File: config.mk
export PLATFORM = sky130hd
export DESIGN_NAME = fetch_sequencer
export DESIGN_NICKNAME = d
export VERILOG_FILES = /design/src/rtl/fetch_sequencer.sv
export SDC_FILE = /design/constraint.sdc
export NUM_CORES = 1
export LEC_CHECK = 0
export ABC_AREA = 0
export BUFFER_PORTS_ARGS = -buffer_cell sky130_fd_sc_hd__buf_2
export CAP_MARGIN = 20
export CORE_MARGIN = 3
export CORE_UTILIZATION = 31
export DETAILED_ROUTE_END_ITERATION = 10
export SLEW_MARGIN = 15
export SYNTH_ARGS = -nofsm -noshare
export SYNTH_HDL_FRONTEND = slang
export SYNTH_SLANG_ARGS = --single-unit
File: constraint.sdc
create_clock -name clk -period 3.2 [get_ports clk]
set_input_delay 0.64 -clock clk [delete_from_list [all_inputs] [get_ports clk]]
set_output_delay 0.64 -clock clk [all_outputs]
set_load 0.005 [all_outputs]
File: src/rtl/fetch_sequencer.sv
// Control sequencer that owns the program counter and steps the datapath through
// fetch, decode, execute and writeback, honouring memory stalls, branches and halts.
module fetch_sequencer #(
   parameter int unsigned           PC_WIDTH  = 8,
   parameter logic [PC_WIDTH-1:0]   RESET_PC  = '0,
   parameter int unsigned           CNT_WIDTH = 16
) (
   input  logic                 clk,
   input  logic                 rst_n,
   input  logic                 start,
   input  logic                 stall,
   input  logic                 halt_req,
   input  logic                 branch_taken,
   input  logic [PC_WIDTH-1:0]  branch_target,
   output logic [PC_WIDTH-1:0]  pc_counter,
   output logic                 fetch_en,
   output logic                 decode_en,
   output logic                 exec_en,
   output logic                 wb_en,
   output logic                 running,
   output logic                 halted,
   output logic [CNT_WIDTH-1:0] retired_count
);

   typedef enum logic [2:0] {
      StIdle,
      StFetch,
      StDecode,
      StExecute,
      StWriteback,
      StHalted
   } state_e;

   state_e                 state_q, state_d;
   logic [PC_WIDTH-1:0]    pc_q, pc_d;
   logic [PC_WIDTH-1:0]    br_tgt_q, br_tgt_d;
   logic                   br_pend_q, br_pend_d;
   logic [CNT_WIDTH-1:0]   cnt_q, cnt_d;

   always_ff @(posedge clk or negedge rst_n) begin
      if (!rst_n) begin
         state_q   <= StIdle;
         pc_q      <= RESET_PC;
         br_tgt_q  <= '0;
         br_pend_q <= 1'b0;
         cnt_q     <= '0;
      end else begin
         state_q   <= state_d;
         pc_q      <= pc_d;
         br_tgt_q  <= br_tgt_d;
         br_pend_q <= br_pend_d;
         cnt_q     <= cnt_d;
      end
   end

   always_comb begin
      state_d   = state_q;
      pc_d      = pc_q;
      br_tgt_d  = br_tgt_q;
      br_pend_d = br_pend_q;
      cnt_d     = cnt_q;
      unique case (state_q)
         StIdle, StHalted: begin
            if (start) begin
               state_d   = StFetch;
               pc_d      = RESET_PC;
               cnt_d     = '0;
               br_pend_d = 1'b0;
            end
         end
         StFetch: begin
            if (!stall) state_d = StDecode;
         end
         StDecode: begin
            state_d = StExecute;
         end
         StExecute: begin
            state_d   = StWriteback;
            br_pend_d = branch_taken;
            br_tgt_d  = branch_target;
         end
         StWriteback: begin
            // A pending branch is committed even when halting.
            state_d   = halt_req ? StHalted : StFetch;
            pc_d      = br_pend_q ? br_tgt_q : pc_q + 1'b1;
            br_pend_d = 1'b0;
            if (cnt_q != '1) cnt_d = cnt_q + 1'b1;
         end
         default: begin
            state_d = StIdle;
         end
      endcase
   end

   assign pc_counter    = pc_q;
   assign retired_count = cnt_q;
   assign fetch_en      = (state_q == StFetch);
   assign decode_en     = (state_q == StDecode);
   assign exec_en       = (state_q == StExecute);
   assign wb_en         = (state_q == StWriteback);
   assign running       = fetch_en | decode_en | exec_en | wb_en;
   assign halted        = (state_q == StHalted);

endmodule

# Word-level counts from Yosys, hierarchy flattened
# Index checks and enable logic that the tools add are counted.
# totals
register_bits	36
word_cells	39
# classes
add_sub_neg	2
eq_ne	9
mux	12
n_bitwise	3
n_reduce_logical	8
# op_table
op	count
$mux 16	2
$pmux 16 s2	1
$add 16x1->16 const B	1
$mux 8	2
$ne 16x16->1 const B	1
$pmux 8 s2	1
$pmux 3 s5	1
$mux 3	3
$add 8x1->8 const B	1
$eq 3x2->1 const B	2
$eq 3x3->1 const B	2
$reduce_and 2->1	3
$ne 2x2->1 const B	2
$eq 3x1->1 const B	1
$logic_not 3->1	1
$or 1x1->1	3
$pmux 1 s3	1
$reduce_and 3->1	1
$reduce_bool 3->1	1
$ne 2x1->1 const B	1
$reduce_bool 2->1	1
$reduce_or 2->1	1
$mux 1	1

# Logic depth before layout (Yosys ltp)
# Gate-level depths: netlist of run 1.
# depth
depth_word	4
ltp_mapped	6
depth_no_buf	5

# Worst setup path before layout of run 1
# No wires, ideal clock.
# synth_path
path_type	flip-flop to output port
startpoint	register state_q[0]
endpoint	output port wb_en
t_arrival_ns	1.182
path_slack_ns	1.378
path_stages_with_launch	5
n_path_buf	2
cell_sequence	dfrtp_1 buf_6 or3b_4 inv_2 buf_2
# synth_between
elab_chain_cells	1
# synth_rtl
item	line	rtl
from (decl)	34	state_e state_q, state_d;
from (signal assigned)	42	state_q <= StIdle;
from (signal assigned)	48	state_q <= state_d;
$eq 3x3->1	100	assign wb_en = (state_q == StWriteback);
to (decl)	19	output logic wb_en,
# Every way passes these cells.

# Worst setup path after layout of run 1
# layout_path
startpoint	register state_q[2]
endpoint	output port wb_en
# The elaborated chain is that of the path after synthesis.

==> flow_summary.json, run 1 <==
{
  "status": "finished clean",
  "post-place-ws_ns": 1.03,
  "drv_slew": 0,
  "die_w_um": 86.6,
  "finalHoldViolCount": 0,
  "vdd.ir_drop.worst_v": 0.000477,
  "die_h_um": 86.6,
  "cp-startpoint": "state_q[2]",
  "postRouteAntennaNets": 0,
  "crit_chain": "or3b_4 -> inv_2 -> buf_2",
  "numClockSinks": 36,
  "cts_root_buf": "clkbuf_8",
  "rr_endpoint": "retired_count[13]",
  "cts_hold_buf": 0,
  "synth.top_cell.area_share": 0.447,
  "cp.arrival_ns": 1.84,
  "cts_setup_buffers": 0,
  "skew_ns": 0.00692,
  "synth_cell_types": 49,
  "p_leak_nw": 1.07,
  "yosysTopAreaCell": "dfrtp_1",
  "ys_seq_area_frac": 0.447,
  "drc": 0,
  "grt_max_degree": 37,
  "fin_util": 0.395,
  "drive_gt1_frac": 0.270,
  "path_clk_slew_ns": 0.07,
  "synth_fp_nets": 231,
  "crit_path_end_kind": "output pin",
  "mostFrequentLayoutCells": "43 x buf_2, 36 x dfrtp_1, 24 x nor2_1, 14 x nand2_1, 14 x o21ai_0",
  "cts_resized": 0,
  "rows": 28,
  "syn_area_um2": 2010,
  "dp_hpwl_um": 3380,
  "gp_congestion": 0.828,
  "finalPower_mw": 1.58,
  "synth_edf_count": 0,
  "hold_path.class": "in2async",
  "synth_seq_cells": 36,
  "path_class": "reg2out",
  "cap_violations": 0,
  "slowest_stage": "or3b_4",
  "ys_top_cells_by_area": "dfrtp_1 45%, mux2_2 4.5%, nor2_1 4.5%",
  "dp.cells": 326,
  "via_per_inst": 5.25,
  "setup_viol": 0,
  "syn_inst": 215,
  "power.density_nw_per_um2": 655,
  "cp.required_ns": 2.56,
  "grtUsageTotal": 0.135,
  "r2r_cells": 4,
  "finalWirelength_um": 4860,
  "worst_slack_ns": 0.716,
  "yosysWarningCount": 0,
  "vias": 1755,
  "final_cells": 334,
  "fin_crit_ns": 2.48,
  "fin_tns_setup_ns": 0,
  "slew_headroom": 0.444,
  "fillCellCount": 632,
  "grt_first_pass_wirelength_um": 8240,
  "clock_path_buffers": 2,
  "cts_buffers": 5,
  "wl_per_cell_um": 14.6,
  "antennaDiodeCount": 0,
  "crit_end": "wb_en",
  "max_stage_delay_ns": 0.55,
  "port_buffers": 43,
  "r2r_slack_ns": 1.27,
  "final_common_cell": "buf_2",
  "fmax_ghz": 0.403,
  "dieArea_um2": 7500,
  "cts.htree.levels": 2,
  "start_kind": "flip-flop",
  "io-pin-count": 44,
  "clk_latency_ns": 0.28,
  "grt_pass1_vias": 1746,
  "drt_first_iter_violations": 77,
  "fin_nets": 274,
  "start_util": 0.330,
  "syn_area_per_cell_um2": 9.36,
  "rsz0062_at_grt": "no",
  "synth_ff_type": "dfrtp_1",
  "final.period_utilization": 0.776,
  "synthArstFlopShare": 1.00,
  "cts_tree": "yes",
  "firstDrtPassIters": 4,
  "syn_to_final_growth_pct": 19.7,
  "rr_startpoint": "state_q[2]",
  "tightest_slew_ns": 0.834,
  "cp_max_fo": 22,
  "antenna_found_initial": 0,
  "grt_overflow": 0,
  "core-area_um2": 6100
}
## report_power, final
| part | switching (mW) | internal (mW) | leakage, nW | total (mW) |
|---|---|---|---|---|
| combinational | 0.246 | 0.214 | 0.533 | 0.460 |
| clock | 0.163 | 0.275 | 0.0645 | 0.438 |
| sequential | 0.119 | 0.560 | 0.477 | 0.679 |
## worst min-delay path by stage
stage / endpoint / slack [ns] / cells past startpoint
floorplan: br_pend_q / 0.34 / 0
global placement: br_tgt_q[0] / 0.49 / 1
detailed placement: br_tgt_q[0] / 0.49 / 1
CTS: state_q[1] / 0.48 / 1
global route: retired_count[14] / 0.52 / 1
finish: state_q[1] / 0.46 / 1
## flip-flops by register name, indices dropped and copies added (netlist names)
| name | cells |
|---|---|
| br_pend_q | 1 |
| retired_count | 16 |
| state_q | 3 |
| br_tgt_q | 8 |
| pc_counter | 8 |
## layout make-up
| class | count | area (um2) | area share |
|---|---|---|---|
| Multi-Input combinational cell | 158 | 1010 | 0.419 |
| Timing Repair Buffer | 46 | 238 | 0.0987 |
| Clock buffer | 7 | 96.3 | 0.0400 |
| Inverter | 11 | 41.3 | 0.0171 |
| Tap cell | 75 | 93.8 | 0.0389 |
| Sequential cell | 36 | 901 | 0.374 |
| Clock inverter | 1 | 30.0 | 0.0125 |
## stage by stage
stage | hold WS, ns | cell area [um2]
2_1_floorplan | 0.344 | 2010
3_3_place_gp | 0.489 | 2280
3_5_place_dp | 0.493 | 2280
6_report | 0.458 | 2410
5_1_grt | 0.525 | 2410
4_1_cts | 0.482 | 2410
## routing by layer
layer | share of wire | GRT usage | wire [um]
met5 | 0 | 0 | 0
met4 | 0.010 | 0.0340 | 49
met3 | 0.042 | 0.0247 | 202
met2 | 0.47 | 0.219 | 2290
met1 | 0.48 | 0.186 | 2320
## synthesized netlist by cell type, types with 2 or more instances
cell	instances
buf_6	2
a211oi_1	5
o2bb2ai_1	4
nor4_1	5
nand2_1	14
a31oi_1	2
o211ai_1	2
nand3_4	2
a2bb2oi_1	2
o31ai_1	2
o21ai_0	14
nor3_1	4
a21boi_0	2
a21oi_1	13
nor4_2	2
ha_1	2
or3_1	2
inv_1	10
and3_1	6
clkbuf_1	3
a22oi_1	6
nor2_1	24
buf_2	4
mux2i_1	2
mux2_2	8
nand3_1	6
nand2b_1	2
o21ai_1	8
dfrtp_1	36
nand4_1	2
## worst max-delay path, delay by kind of cell (launching register included)
family                 cells  cell delay, ns
buffers and inverters      2            0.48
DFF                        1            0.53
and+or+nand+nor            1            0.55
## cell families after synthesis
family,share of synthesized area
simple gates,0.208
compound gates,0.218
flops,0.447
buf+inv,0.0510
mux,0.0547
xor+xnor,0.00870
fa+ha+maj,0.0124
(Power assumes the default switching activity.)
==> inputs of run 2 (changes only) <==
==> constraint.sdc (replaced) <==
create_clock -name clk -period 2 [get_ports clk]
set_input_delay 0.4 -clock clk [delete_from_list [all_inputs] [get_ports clk]]
set_output_delay 0.4 -clock clk [all_outputs]
set_load 0.005 [all_outputs]
==> run 2 against run 1 <==
Compared with the run above: first-iteration DRC count increased by 96%; die area is the same; critical path type unchanged; final cell count is 3.0% higher; largest cell class unchanged; worst setup slack got worse by 0.56 ns.
==> flow_summary.json, run 2 (synthesized netlist as in run 1, its figures left out) <==
{
  "status": "finished clean",
  "p_sw_frac": 0.347,
  "antennaDiodeCount": 0,
  "grt_overflow": 0,
  "pwr-share-comb": 0.339,
  "cts_hold_buf": 0,
  "slew_headroom": 0.684,
  "finalHoldViolCount": 0,
  "slowest_stage": "dfrtp_1",
  "seqCellArea_um2": 901,
  "grtUsageTotal": 0.146,
  "start_util": 0.330,
  "worstPathBufferInverterCount": 2,
  "drt_first_iter_violations": 151,
  "final_common_cell": "buf_2",
  "crit_path_end_kind": "output pin",
  "cts.htree.levels": 2,
  "seq_power_share": 0.410,
  "skew_ns": 0.00810,
  "mostFrequentLayoutCells": "43 x buf_2, 36 x dfrtp_1, 24 x nor2_1, 14 x nand2_1, 14 x o21ai_0",
  "switching_power_mw": 0.892,
  "setup_viol": 0,
  "fin_nets": 284,
  "clock_path_buffers": 2,
  "port_buffers": 43,
  "grt_first_pass_wirelength_um": 8810,
  "cp.required_ns": 1.60,
  "grt_pass1_vias": 1844,
  "rsz0062_at_grt": "no",
  "path_class": "reg2out",
  "fin_util": 0.405,
  "vdd.ir_drop.worst_v": 0.000542,
  "core-area_um2": 6100,
  "die_h_um": 86.6,
  "p_leak_nw": 1.11,
  "drive_gt1_frac": 0.294,
  "drv_slew": 0,
  "max_stage_delay_ns": 0.47,
  "cp.arrival_ns": 1.44,
  "tightest_slew_ns": 0.473,
  "antenna_found_initial": 0,
  "gp_congestion": 0.828,
  "cp_max_fo": 9,
  "vias": 1875,
  "wl_per_cell_um": 14.8,
  "syn_to_final_growth_pct": 22.5,
  "clk_latency_ns": 0.29,
  "numClockSinks": 36,
  "p_clk_frac": 0.251,
  "drc": 0,
  "intPower_mw": 1.68,
  "via_per_inst": 5.45,
  "largest_register_ffs": 16,
  "start_kind": "flip-flop",
  "fmax_ghz": 0.544,
  "cts_resized": 0,
  "hold_ws_ns": 0.146,
  "grt_max_degree": 37,
  "hold_path.class": "in2async",
  "firstDrtPassIters": 4,
  "fin_tns_setup_ns": 0,
  "cp_top_family": "flip-flops",
  "die_w_um": 86.6,
  "cts_setup_buffers": 0,
  "multi_input_area_um2": 1010,
  "finalWirelength_um": 5080,
  "dp_hpwl_um": 3570,
  "cts_buffers": 5,
  "cap_violations": 0,
  "power.density_nw_per_um2": 1040,
  "fin_crit_ns": 1.84,
  "rows": 28,
  "io-pin-count": 44,
  "path_clk_slew_ns": 0.08,
  "crit_chain": "or3b_4 -> inv_2 -> buf_2",
  "cts_tree": "yes",
  "postRouteAntennaNets": 0,
  "final.period_utilization": 0.920,
  "fillCellCount": 648,
  "cts_root_buf": "clkbuf_8",
  "dieArea_um2": 7500
}
==> run 2: cell count changes in the layout (fill, tap and decap cells not counted), sizes merged <==
| cell | delta |
|---|---|
| clkbuf | -1 |
| clkinv | +1 |
| buf | +10 |
==> run 2: layout make-up <==
| class | count | area share |
|---|---|---|
| multi-input cells | 158 | 0.409 |
| repair buffers | 56 | 0.127 |
| clock buffers | 6 | 0.0294 |
| flip-flops and latches | 36 | 0.365 |
| well taps | 75 | 0.0381 |
| clock inverters | 2 | 0.0142 |
| inverters | 11 | 0.0167 |
==> run 2: through the flow <==
| stage | instances | setup slack [ns] | total power, mW | cell area (um2) |
|---|---|---|---|---|
| floorplan | 215 | 0.289 | 1.60 | 2010 |
| global placement | 336 | 0.256 | 1.93 | 2360 |
| detailed placement | 336 | 0.198 | 1.94 | 2360 |
| CTS | 344 | 0.147 | 2.60 | 2470 |
| global route | 344 | 0.0223 | 2.75 | 2470 |
| finish | 344 | 0.160 | 2.57 | 2470 |
==> run 2: path summary, 6_finish.rpt <==
path | to | startpoint | slack (ns) | cells after the start
worst max register to register | retired_count[14] | retired_count[0] | 0.18 | 5
min in group clk | br_tgt_q[3] | branch_target[3] | 0.34 | 2
worst min register to register | br_tgt_q[7] | br_tgt_q[7] | 0.52 | 1
worst max-delay path | wb_en | state_q[0] | 0.16 | 3
worst min-delay path | retired_count[15] | rst_n | 0.15 | 2
max in group asynchronous | br_tgt_q[5] | rst_n | 1.52 | 2
==> run 2: routing by layer <==
metal	vias to the layer above	track usage	wire length, um
li1	897	-	-
met1	918	0.195	2330
met2	55	0.235	2410
met3	5	0.0323	283
met4	0	0.0439	58
met5	-	0	0
==> run 2: power by group through the flow <==
stage          sequential [mW]  combinational (mW)  clock [mW]
2_1_floorplan             1.01               0.587           0
3_3_place_gp              1.06               0.861           0
3_5_place_dp              1.07               0.874           0
4_1_cts                   1.06               0.880       0.664
5_1_grt                   1.08               0.980       0.684
6_report                  1.05               0.871       0.646
